$ cat src/rtl/dm_arbiter_pkg.sv
// dm_arbiter_pkg: data memory access type codes and arbiter state encodings
package dm_arbiter_pkg;
  localparam logic [2:0] DM_WORD   = 3'b000;
  localparam logic [2:0] DM_HALF   = 3'b001;
  localparam logic [2:0] DM_HALF_U = 3'b010;
  localparam logic [2:0] DM_BYTE   = 3'b011;
  localparam logic [2:0] DM_BYTE_U = 3'b100;
  typedef enum logic {OWN0 = 1'b0, FORCE1 = 1'b1} arb_state_e;
endpackage

$ cat src/rtl/dm_arbiter_if.sv
// dm_arbiter_if: CPU port, loader port and data memory signals around the arbiter
interface dm_arbiter_if #(parameter int ADDR_W = 32);
  logic              p0_req, p0_we, p0_ready, p0_err;
  logic [ADDR_W-1:0] p0_addr;
  logic [31:0]       p0_wdata, p0_rdata;
  logic [2:0]        p0_type;
  logic              p1_req, p1_we, p1_ready, p1_rvalid, p1_err;
  logic [ADDR_W-1:0] p1_addr;
  logic [31:0]       p1_wdata, p1_rdata;
  logic [2:0]        p1_type;
  logic              dm_wr, dm_rd;
  logic [31:0]       dm_addr, dm_wdata, dm_rdata;
  logic [2:0]        dm_type;
  modport slave (
    input  p0_req, p0_we, p0_addr, p0_wdata, p0_type,
    output p0_ready, p0_rdata, p0_err,
    input  p1_req, p1_we, p1_addr, p1_wdata, p1_type,
    output p1_ready, p1_rvalid, p1_rdata, p1_err,
    output dm_wr, dm_rd, dm_addr, dm_wdata, dm_type,
    input  dm_rdata
  );
  modport master (
    output p0_req, p0_we, p0_addr, p0_wdata, p0_type,
    input  p0_ready, p0_rdata, p0_err,
    output p1_req, p1_we, p1_addr, p1_wdata, p1_type,
    input  p1_ready, p1_rvalid, p1_rdata, p1_err,
    input  dm_wr, dm_rd, dm_addr, dm_wdata, dm_type,
    output dm_rdata
  );
endinterface

$ cat src/rtl/dm_align_chk.sv
// dm_align_chk: flags an access whose address is not aligned to its size
module dm_align_chk
  import dm_arbiter_pkg::*;
(
  input  logic [1:0] addr_lo,
  input  logic [2:0] acc_type,
  output logic       misaligned
);
  assign misaligned = (acc_type == DM_BYTE || acc_type == DM_BYTE_U) ? 1'b0 :
                      (acc_type == DM_HALF || acc_type == DM_HALF_U) ? addr_lo[0] : |addr_lo;
endmodule

$ cat src/rtl/dm_arbiter.sv
// dm_arbiter: CPU-priority data memory arbiter with a starvation-protected loader port
module dm_arbiter
  import dm_arbiter_pkg::*;
#(
  parameter int MAX_WAIT = 4,
  parameter int ADDR_W   = 32
)(
  input logic         clk,
  input logic         rstn,
  dm_arbiter_if.slave bus
);
  localparam int CNT_W = $clog2(MAX_WAIT + 1);
  arb_state_e       state, state_nxt;
  logic [CNT_W-1:0] wait_cnt, wait_cnt_nxt;
  logic             mis0, mis1, gnt0, gnt1, sel_we, sel_mis, go;
  dm_align_chk u_chk0 (.addr_lo(bus.p0_addr[1:0]), .acc_type(bus.p0_type), .misaligned(mis0));
  dm_align_chk u_chk1 (.addr_lo(bus.p1_addr[1:0]), .acc_type(bus.p1_type), .misaligned(mis1));
  // single grant per cycle; the loader wins only when owed or when the CPU is idle
  always_comb begin
    gnt1         = rstn & bus.p1_req & ((state == FORCE1) | ~bus.p0_req);
    gnt0         = rstn & bus.p0_req & ~gnt1;
    wait_cnt_nxt = (bus.p1_req & ~gnt1) ? wait_cnt + 1'b1 : '0;
    state_nxt    = (state == OWN0 && wait_cnt == CNT_W'(MAX_WAIT - 1) && bus.p1_req && !gnt1) ? FORCE1 : OWN0;
  end
  // route the granted port to memory; misaligned accesses complete without touching it
  always_comb begin
    sel_we       = gnt1 ? bus.p1_we : bus.p0_we;
    sel_mis      = gnt1 ? mis1 : mis0;
    go           = (gnt0 | gnt1) & ~sel_mis;
    bus.dm_wr    = go & sel_we;
    bus.dm_rd    = go & ~sel_we;
    bus.dm_addr  = go ? 32'(gnt1 ? bus.p1_addr : bus.p0_addr) : '0;
    bus.dm_wdata = go ? (gnt1 ? bus.p1_wdata : bus.p0_wdata) : '0;
    bus.dm_type  = go ? (gnt1 ? bus.p1_type : bus.p0_type) : '0;
    bus.p0_ready = gnt0;
    bus.p0_err   = gnt0 & mis0;
    bus.p0_rdata = (gnt0 & ~mis0 & ~bus.p0_we) ? bus.dm_rdata : '0;
    bus.p1_ready = gnt1;
  end
  // ownership, starvation count and the registered loader response
  always_ff @(posedge clk or negedge rstn) begin
    if (!rstn) begin
      state         <= OWN0;
      wait_cnt      <= '0;
      bus.p1_rvalid <= 1'b0;
      bus.p1_rdata  <= '0;
      bus.p1_err    <= 1'b0;
    end else begin
      state         <= state_nxt;
      wait_cnt      <= wait_cnt_nxt;
      bus.p1_rvalid <= gnt1;
      if (gnt1) begin
        bus.p1_err   <= mis1;
        bus.p1_rdata <= (~mis1 & ~bus.p1_we) ? bus.dm_rdata : '0;
      end
    end
  end
endmodule

$ cat src/flat_wrapper.sv
// flat-port wrapper written by rule: the top's interface ports become plain ports
module dm_arbiter_flat import dm_arbiter_pkg::*;
#(
  parameter int MAX_WAIT = 4,
  parameter int ADDR_W   = 32
)
  (clk, rstn, bus_p0_req, bus_p0_we, bus_p0_addr, bus_p0_wdata, bus_p0_type, bus_p0_ready, bus_p0_rdata, bus_p0_err, bus_p1_req, bus_p1_we, bus_p1_addr, bus_p1_wdata, bus_p1_type, bus_p1_ready, bus_p1_rvalid, bus_p1_rdata, bus_p1_err, bus_dm_wr, bus_dm_rd, bus_dm_addr, bus_dm_wdata, bus_dm_type, bus_dm_rdata);
  dm_arbiter_if #(.ADDR_W(ADDR_W)) bus_i ();
  input logic clk;
  input logic rstn;
  input wire logic [$bits(bus_i.p0_req)-1:0] bus_p0_req;
  input wire logic [$bits(bus_i.p0_we)-1:0] bus_p0_we;
  input wire logic [$bits(bus_i.p0_addr)-1:0] bus_p0_addr;
  input wire logic [$bits(bus_i.p0_wdata)-1:0] bus_p0_wdata;
  input wire logic [$bits(bus_i.p0_type)-1:0] bus_p0_type;
  output wire logic [$bits(bus_i.p0_ready)-1:0] bus_p0_ready;
  output wire logic [$bits(bus_i.p0_rdata)-1:0] bus_p0_rdata;
  output wire logic [$bits(bus_i.p0_err)-1:0] bus_p0_err;
  input wire logic [$bits(bus_i.p1_req)-1:0] bus_p1_req;
  input wire logic [$bits(bus_i.p1_we)-1:0] bus_p1_we;
  input wire logic [$bits(bus_i.p1_addr)-1:0] bus_p1_addr;
  input wire logic [$bits(bus_i.p1_wdata)-1:0] bus_p1_wdata;
  input wire logic [$bits(bus_i.p1_type)-1:0] bus_p1_type;
  output wire logic [$bits(bus_i.p1_ready)-1:0] bus_p1_ready;
  output wire logic [$bits(bus_i.p1_rvalid)-1:0] bus_p1_rvalid;
  output wire logic [$bits(bus_i.p1_rdata)-1:0] bus_p1_rdata;
  output wire logic [$bits(bus_i.p1_err)-1:0] bus_p1_err;
  output wire logic [$bits(bus_i.dm_wr)-1:0] bus_dm_wr;
  output wire logic [$bits(bus_i.dm_rd)-1:0] bus_dm_rd;
  output wire logic [$bits(bus_i.dm_addr)-1:0] bus_dm_addr;
  output wire logic [$bits(bus_i.dm_wdata)-1:0] bus_dm_wdata;
  output wire logic [$bits(bus_i.dm_type)-1:0] bus_dm_type;
  input wire logic [$bits(bus_i.dm_rdata)-1:0] bus_dm_rdata;
  assign bus_i.p0_req = bus_p0_req;
  assign bus_i.p0_we = bus_p0_we;
  assign bus_i.p0_addr = bus_p0_addr;
  assign bus_i.p0_wdata = bus_p0_wdata;
  assign bus_i.p0_type = bus_p0_type;
  assign bus_p0_ready = bus_i.p0_ready;
  assign bus_p0_rdata = bus_i.p0_rdata;
  assign bus_p0_err = bus_i.p0_err;
  assign bus_i.p1_req = bus_p1_req;
  assign bus_i.p1_we = bus_p1_we;
  assign bus_i.p1_addr = bus_p1_addr;
  assign bus_i.p1_wdata = bus_p1_wdata;
  assign bus_i.p1_type = bus_p1_type;
  assign bus_p1_ready = bus_i.p1_ready;
  assign bus_p1_rvalid = bus_i.p1_rvalid;
  assign bus_p1_rdata = bus_i.p1_rdata;
  assign bus_p1_err = bus_i.p1_err;
  assign bus_dm_wr = bus_i.dm_wr;
  assign bus_dm_rd = bus_i.dm_rd;
  assign bus_dm_addr = bus_i.dm_addr;
  assign bus_dm_wdata = bus_i.dm_wdata;
  assign bus_dm_type = bus_i.dm_type;
  assign bus_i.dm_rdata = bus_dm_rdata;
  dm_arbiter #(.MAX_WAIT(MAX_WAIT), .ADDR_W(ADDR_W)) u_core (.clk(clk), .rstn(rstn), .bus(bus_i));
endmodule
$ cat config.mk
export PLATFORM = sky130hd
export DESIGN_NAME = dm_arbiter_flat
export DESIGN_NICKNAME = d
export VERILOG_FILES = /design/src/rtl/dm_arbiter_pkg.sv /design/src/rtl/dm_arbiter_if.sv /design/src/rtl/dm_align_chk.sv /design/src/rtl/dm_arbiter.sv /design/src/flat_wrapper.sv
export SDC_FILE = /design/constraint.sdc
export NUM_CORES = 1
export LEC_CHECK = 0
export ABC_AREA = 0
export BUFFER_PORTS_ARGS = -buffer_cell sky130_fd_sc_hd__buf_2
export CORE_AREA = 8 8 115 117
export CTS_BUF_LIST = sky130_fd_sc_hd__clkbuf_8 sky130_fd_sc_hd__clkbuf_16
export CTS_CLUSTER_DIAMETER = 30
export DETAILED_ROUTE_END_ITERATION = 6
export DIE_AREA = 0 0 123 125
export PLACE_DENSITY_LB_ADDON = 0.12
export SLEW_MARGIN = 20
export SYNTH_ARGS = -nofsm -noshare
export SYNTH_HDL_FRONTEND = slang
export SYNTH_SLANG_ARGS = --single-unit
$ cat constraint.sdc
create_clock -name clk -period 2.9 [get_ports clk]
set_input_delay 0.58 -clock clk [delete_from_list [all_inputs] [get_ports clk]]
set_output_delay 0.58 -clock clk [all_outputs]
set_load 0.01 [all_outputs]
# Yosys cells after proc, flatten, opt, wreduce, memory -nomap -nowiden
# Cells that the tools add are included.
# Widths: inputs -> output; s select.
# word_totals
out_inout_bits	138
regBits	38
inputBits	172
wordCells	64
# classes
bitwise	23
muxes	16
add_sub_neg	1
n_reduce_logical	10
n_eq_ne	9
# op_table
operator	count
$mux 32	6
$eq 3x2->1 const B	5
$and 1x1->1	12
$mux 3	3
$not 1->1	9
$mux 1	7
$eq 3x1->1 const B	2
$eq 3x3->1 const B	2
$logic_or 1x1->1	4
$reduce_or 2->1	2
$add 3x1->3 const B	1
$logic_and 1x1->1	3
$or 1x1->1	2
$logic_not 1->1	1

# Depth between registers and ports, before layout
# logic_depth
ltp_word	8
mapped_depth	6
depth_no_buf	5

# By module
# A second synthesis with hierarchy kept.
# unflattened
hier_cells	459
area_unflattened_um2	3105.5
# modules_own_cells
mod	instances	area_each_um2	cells_each	seq_area_each_um2
dm_arbiter	1	3045.4	449	950.9
dm_align_chk	2	30.0	5	0.0

# Worst setup path after synthesis
# No wires, ideal clock.
# synth_path
path_kind	input-to-output
from	input port rstn
to	output port bus_p0_rdata[10]
t_arrival_ps	1658
t_required_ps	2320
slack_ps	662
cell_stages	5
path_buffers	1
cell_sequence	nand2_1 -> a21oi_1 -> o21ai_1 -> buf_2 -> nor3b_1
# synth_between
elab_chain_cells	7
word_cells_on_any_way	8
cone_classes	mux: 1; bitwise: 7
# synth_lines
element	line_no	text
from (decl)	flat_wrapper.sv:10	input logic rstn;
$and 1x1->1 (2 in series)	dm_arbiter.sv:20	gnt1 = rstn & bus.p1_req & ((state == FORCE1) | ~bus.p0_req);
$not 1->1	dm_arbiter.sv:21	gnt0 = rstn & bus.p0_req & ~gnt1;
$and 1x1->1 (*)	dm_arbiter.sv:21	
net bus_p0_ready	flat_wrapper.sv:16	output wire logic [$bits(bus_i.p0_ready)-1:0] bus_p0_ready;
$and 1x1->1 (*) (2 in series)	dm_arbiter.sv:37	bus.p0_rdata = (gnt0 & ~mis0 & ~bus.p0_we) ? bus.dm_rdata : '0;
$mux 32 (*)	dm_arbiter.sv:37	
to (decl)	flat_wrapper.sv:17	output wire logic [$bits(bus_i.p0_rdata)-1:0] bus_p0_rdata;
# Mark *: on every way through the listed nets, which the timed path passes. The rest lies on a longest branch.

# Final worst setup path
# layout_path
from	input port bus_p0_type[1]
to	output port bus_dm_addr[7]
# layout_between
elab_chain_cells	8
word_cells_on_any_way	12
cone_classes	eq/ne: 4; mux: 4; bitwise: 2; reduce/logical: 2
# layout_lines
element	line_no	text
from (decl)	flat_wrapper.sv:15	input wire logic [$bits(bus_i.p0_type)-1:0] bus_p0_type;
$eq 3x1->1 or $eq 3x2->1 (tied branches)	dm_align_chk.sv:10	(acc_type == DM_HALF || acc_type == DM_HALF_U) ? addr_lo[0] : |addr_lo;
$logic_or 1x1->1	dm_align_chk.sv:10	
$mux 1	dm_align_chk.sv:10	
$mux 1 (*)	dm_align_chk.sv:9	assign misaligned = (acc_type == DM_BYTE || acc_type == DM_BYTE_U) ? 1'b0 :
$mux 1 (*)	dm_arbiter.sv:28	sel_mis = gnt1 ? mis1 : mis0;
$not 1->1 (*)	dm_arbiter.sv:29	go = (gnt0 | gnt1) & ~sel_mis;
$and 1x1->1 (*)	dm_arbiter.sv:29	
$mux 32 (*)	dm_arbiter.sv:32	bus.dm_addr = go ? 32'(gnt1 ? bus.p1_addr : bus.p0_addr) : '0;
to (decl)	flat_wrapper.sv:30	output wire logic [$bits(bus_i.dm_addr)-1:0] bus_dm_addr;
# Mark *: on every way between the ends. The rest lies on a longest branch, timed or not.

==> key figures <==
Clock tree
  – CTS buffer count: 5
  – Worst-case clock buffer depth: 2
  – Setup Fix Bufs, Post-CTS: 0
  – CTS hold repair buffers: 0
  – CTS clock-pin slew for the worst setup and hold paths: 0.06 ns
  – Clock sink total: 38
  – Clk_lat worst skew: 0.27 ns
  – Post-CTS sizing: 0
  – CTS H-tree depth: 2
  – Clock root buffer: clkbuf_16
  – CTS tree: done

Timing
  – Fmax: between 0.3 and 0.4 GHz
  – Worst slew pin tran: 0.626 ns
  – Hold slack: 0.429 ns
  – RSZ-0062 raised after global routing: false
  – Hold Vio Cnt, Final: 0
  – Clk_skew: 0.00238 ns
  – Final setup vio count: 0
  – Slew Viols, Final: 0
  – Setup_tns: 0 ns
  – Final min period: approximately 2.6 ns
  – Final Cycle Share: 88.5%
  – Max-slew headroom: just under 60%

Pwr
  – Comb power frac: 33.3%
  – Leak: 2.60 nW
  – Design Power: 1.67 mW
  – Clock group share of total power: 30.7%
  – Maximum VDD drop: 0.236 mV
  – Sw frac: 30.0%
  – Power Internal: around 1.2 mW
  – Flop pwr share: 36.1%
  – Pwr Density: approximately 370 nW/um^2
  – NetSw: about 0.5 mW

Detailed routing
  – Highest metal used: met4
  – Residual DRC count: 0
  – Routed wire length per instance: 19.2 um
  – Met3 wire length: between 1.5 and 2 mm
  – Vias/cell: roughly 4.8
  – Initial DRC Count: 191
  – Post-Route WL: 13.8 mm
  – Antenna-violating nets left: 0
  – WL met2: ~7 mm
  – M1 WL: 4.98 mm
  – Via count: approximately 3.4k
  – DRT Pass-1 Iters: 4

Floorplan
  – Die Span Y: 125 um
  – # rows: 40
  – Initial cell density of the core: 22.7%
  – Die area: 15400 um^2
  – Die span in x: 123 um
  – Ports: 310
  – Core footprint: 11600 um^2

Yosys
  – Sequential area share after synthesis: 36.0%
  – Mapped Avg Cell Area: 9.96 um^2
  – Simple-gate share of the synthesized area: about a fifth
  – Synth Cell Area: 2640 um^2
  – Yosys reg bits: 38
  – Largest family of logic cells by synthesized area: compound AO/OA/AOI/OAI gates
  – Post-Syn Instances: 265
  – Synth area leader: dfrtp_1
  – Synth Area in XOR/XNOR: 0%
  – Yosys cell types: 28
  – Top cell type's share of synthesized area: between 30% and 40%
  – Post-synthesis adder-cell area fraction: 0.948%
  – Synth Warn #: 0
  – Largest cells by area after synthesis: dfrtp_1, a22o_1, nor3b_1
  – Compound-Gate Fraction of Synth Area: between 30% and 40%
  – Mapped Nets: 439
  – Multiplexer area fraction after synthesis: 0%

Worst setup path
  – Slowest stage delay, CP: 0.38 ns
  – Critical Path RT: 2.32 ns
  – Slowest cell on crit path: o21a_2
  – Arrival time at the worst endpoint: 1.99 ns
  – CP startpoint kind: input pin
  – CP Class: in2out
  – Crit-path cells: buf_2 > nor2_1 > o2bb2ai_1 > o21a_2 > buf_12 > a22o_1 > buf_2
  – Crit end category: output pin
  – CP Max Fanout: 30
  – Most Frequent Cell on Critical Path: buf_2

Placed design
  – Port bufs: 309
  – RePlAce Congestion: 0.912
  – DPL Wire Length: 11.0 mm

Job
  – Max Cap Viol: 0

Global route
  – Gr ovfl total: 0
  – Gr usage total: between 10% and 20%
  – Largest net degree at the start of global routing: 70
  – Initial antenna violation count: 8
  – First-pass GRT wire length: 20.3 mm
  – Vias in the first global route: 3576

Final layout
  – Nets: 735
  – Share of layout cells above drive strength 1: 64.2%
  – Post-synthesis to final-layout area growth: 70.0%

Min path
  – Worst hold path type: in2async

Outcome
  – Status: completed
-- state kept, by name (all words and copies together) (netlist names) --
register,count
u_core.bus.p1_err,1
u_core.wait_cnt,3
u_core.bus.p1_rdata,32
u_core.bus.p1_rvalid,1
u_core.state,1
-- cells by family (layout without fill, tap and decap cells) --
| family | Yosys count | after routing |
|---|---|---|
| and+or+nand+nor | 79 | 79 |
| AOI/OAI and AO/OA | 112 | 112 |
| adders and majority gates | 2 | 2 |
| DFF | 38 | 38 |
| buffers and inverters | 34 | 330 |
| other | 0 | 8 |
-- worst paths after layout --
check | from | endpoint | slack [ns] | depth (start not counted)
worst min register to register | u_core.wait_cnt[0] | u_core.wait_cnt[0] | 0.44 | 1
max in group asynchronous | rstn | u_core.wait_cnt[0] | 2.11 | 2
worst max-delay path | bus_p0_type[1] | bus_dm_addr[7] | 0.33 | 7
worst max register to register | u_core.state | u_core.bus.p1_rdata[7] | 1.19 | 5
min in group clk | u_core.wait_cnt[0] | u_core.wait_cnt[0] | 0.44 | 1
worst min-delay path | rstn | u_core.bus.p1_err | 0.43 | 2
-- stage by stage --
| step | worst slack, ns | instance area, um^2 | utilization (%) | std cells |
|---|---|---|---|---|
| 2_1_floorplan | 0.662 | 2640 | - | 265 |
| 3_3_place_gp | 0.376 | 4330 | 37.3 | 701 |
| 3_5_place_dp | 0.343 | 4330 | 37.3 | 701 |
| 4_1_cts | 0.343 | 4470 | 38.5 | 708 |
| 5_1_grt | 0.237 | 4490 | 38.7 | 716 |
| 6_report | 0.335 | 4490 | 38.7 | 716 |
-- power by group through the flow --
stage                     clock network (mW)  registers [mW]  logic, mW
after detailed placement                   0           0.612      0.563
after floorplan                            0           0.636      0.241
after CTS                              0.534           0.603      0.566
after global placement                     0           0.610      0.560
final                                  0.512           0.602      0.555
after global routing                   0.551           0.609      0.608
-- routing by layer --
| metal | track usage [%] | vias up |
|---|---|---|
| met1 | 18.0 | 1582 |
| met5 | 0 | - |
| met4 | 7.44 | 0 |
| met2 | 27.7 | 182 |
| li1 | - | 1627 |
| met3 | 6.84 | 19 |
-- area by class of cell --
| type | instances | area [um^2] |
|---|---|---|
| timing repair buffer | 319 | 1660 |
| tap | 147 | 184 |
| fill | 1235 | 7120 |
| clock inverter | 2 | 10.0 |
| multi-input combinational | 193 | 1530 |
| inverter | 4 | 15.0 |
| antenna | 8 | 20.0 |
| sequential | 38 | 951 |
| clock buffer | 5 | 125 |
-- cells in the mapped netlist, drive strengths merged --
cell type,instances
o21ai,2
o31a,1
nor3b,34
nand3b,2
clkbuf,9
and3,1
and2,32
nand2,4
a22o,68
dfrtp,38
o2bb2ai,2
o31ai,1
ha,2
o211ai,1
nand3,1
buf,21
nor2,5
o21a,1
a31o,32
a21oi,4
inv,4
-- cells in the final DEF, fill, tap and decap left out, drive strengths merged --
master   count
o21ai        2
a31o        32
o211ai       1
and3         1
dfrtp       38
o2bb2ai      2
diode        8
clkbuf       5
nand3        1
nand3b       2
o31a         1
and2        32
clkinv       2
nor2         5
buf        319
a21oi        4
inv          4
a22o        68
o21a         1
ha           2
nand2        4
o31ai        1
nor3b       34
-- worst max-delay path, delay by kind of cell --
kind	cells	cell delay, ns
AOI/OAI and AO/OA	3	0.74
buffers and inverters	3	0.48
and+or+nand+nor	1	0.17
Power figures use the tool's default switching activity.
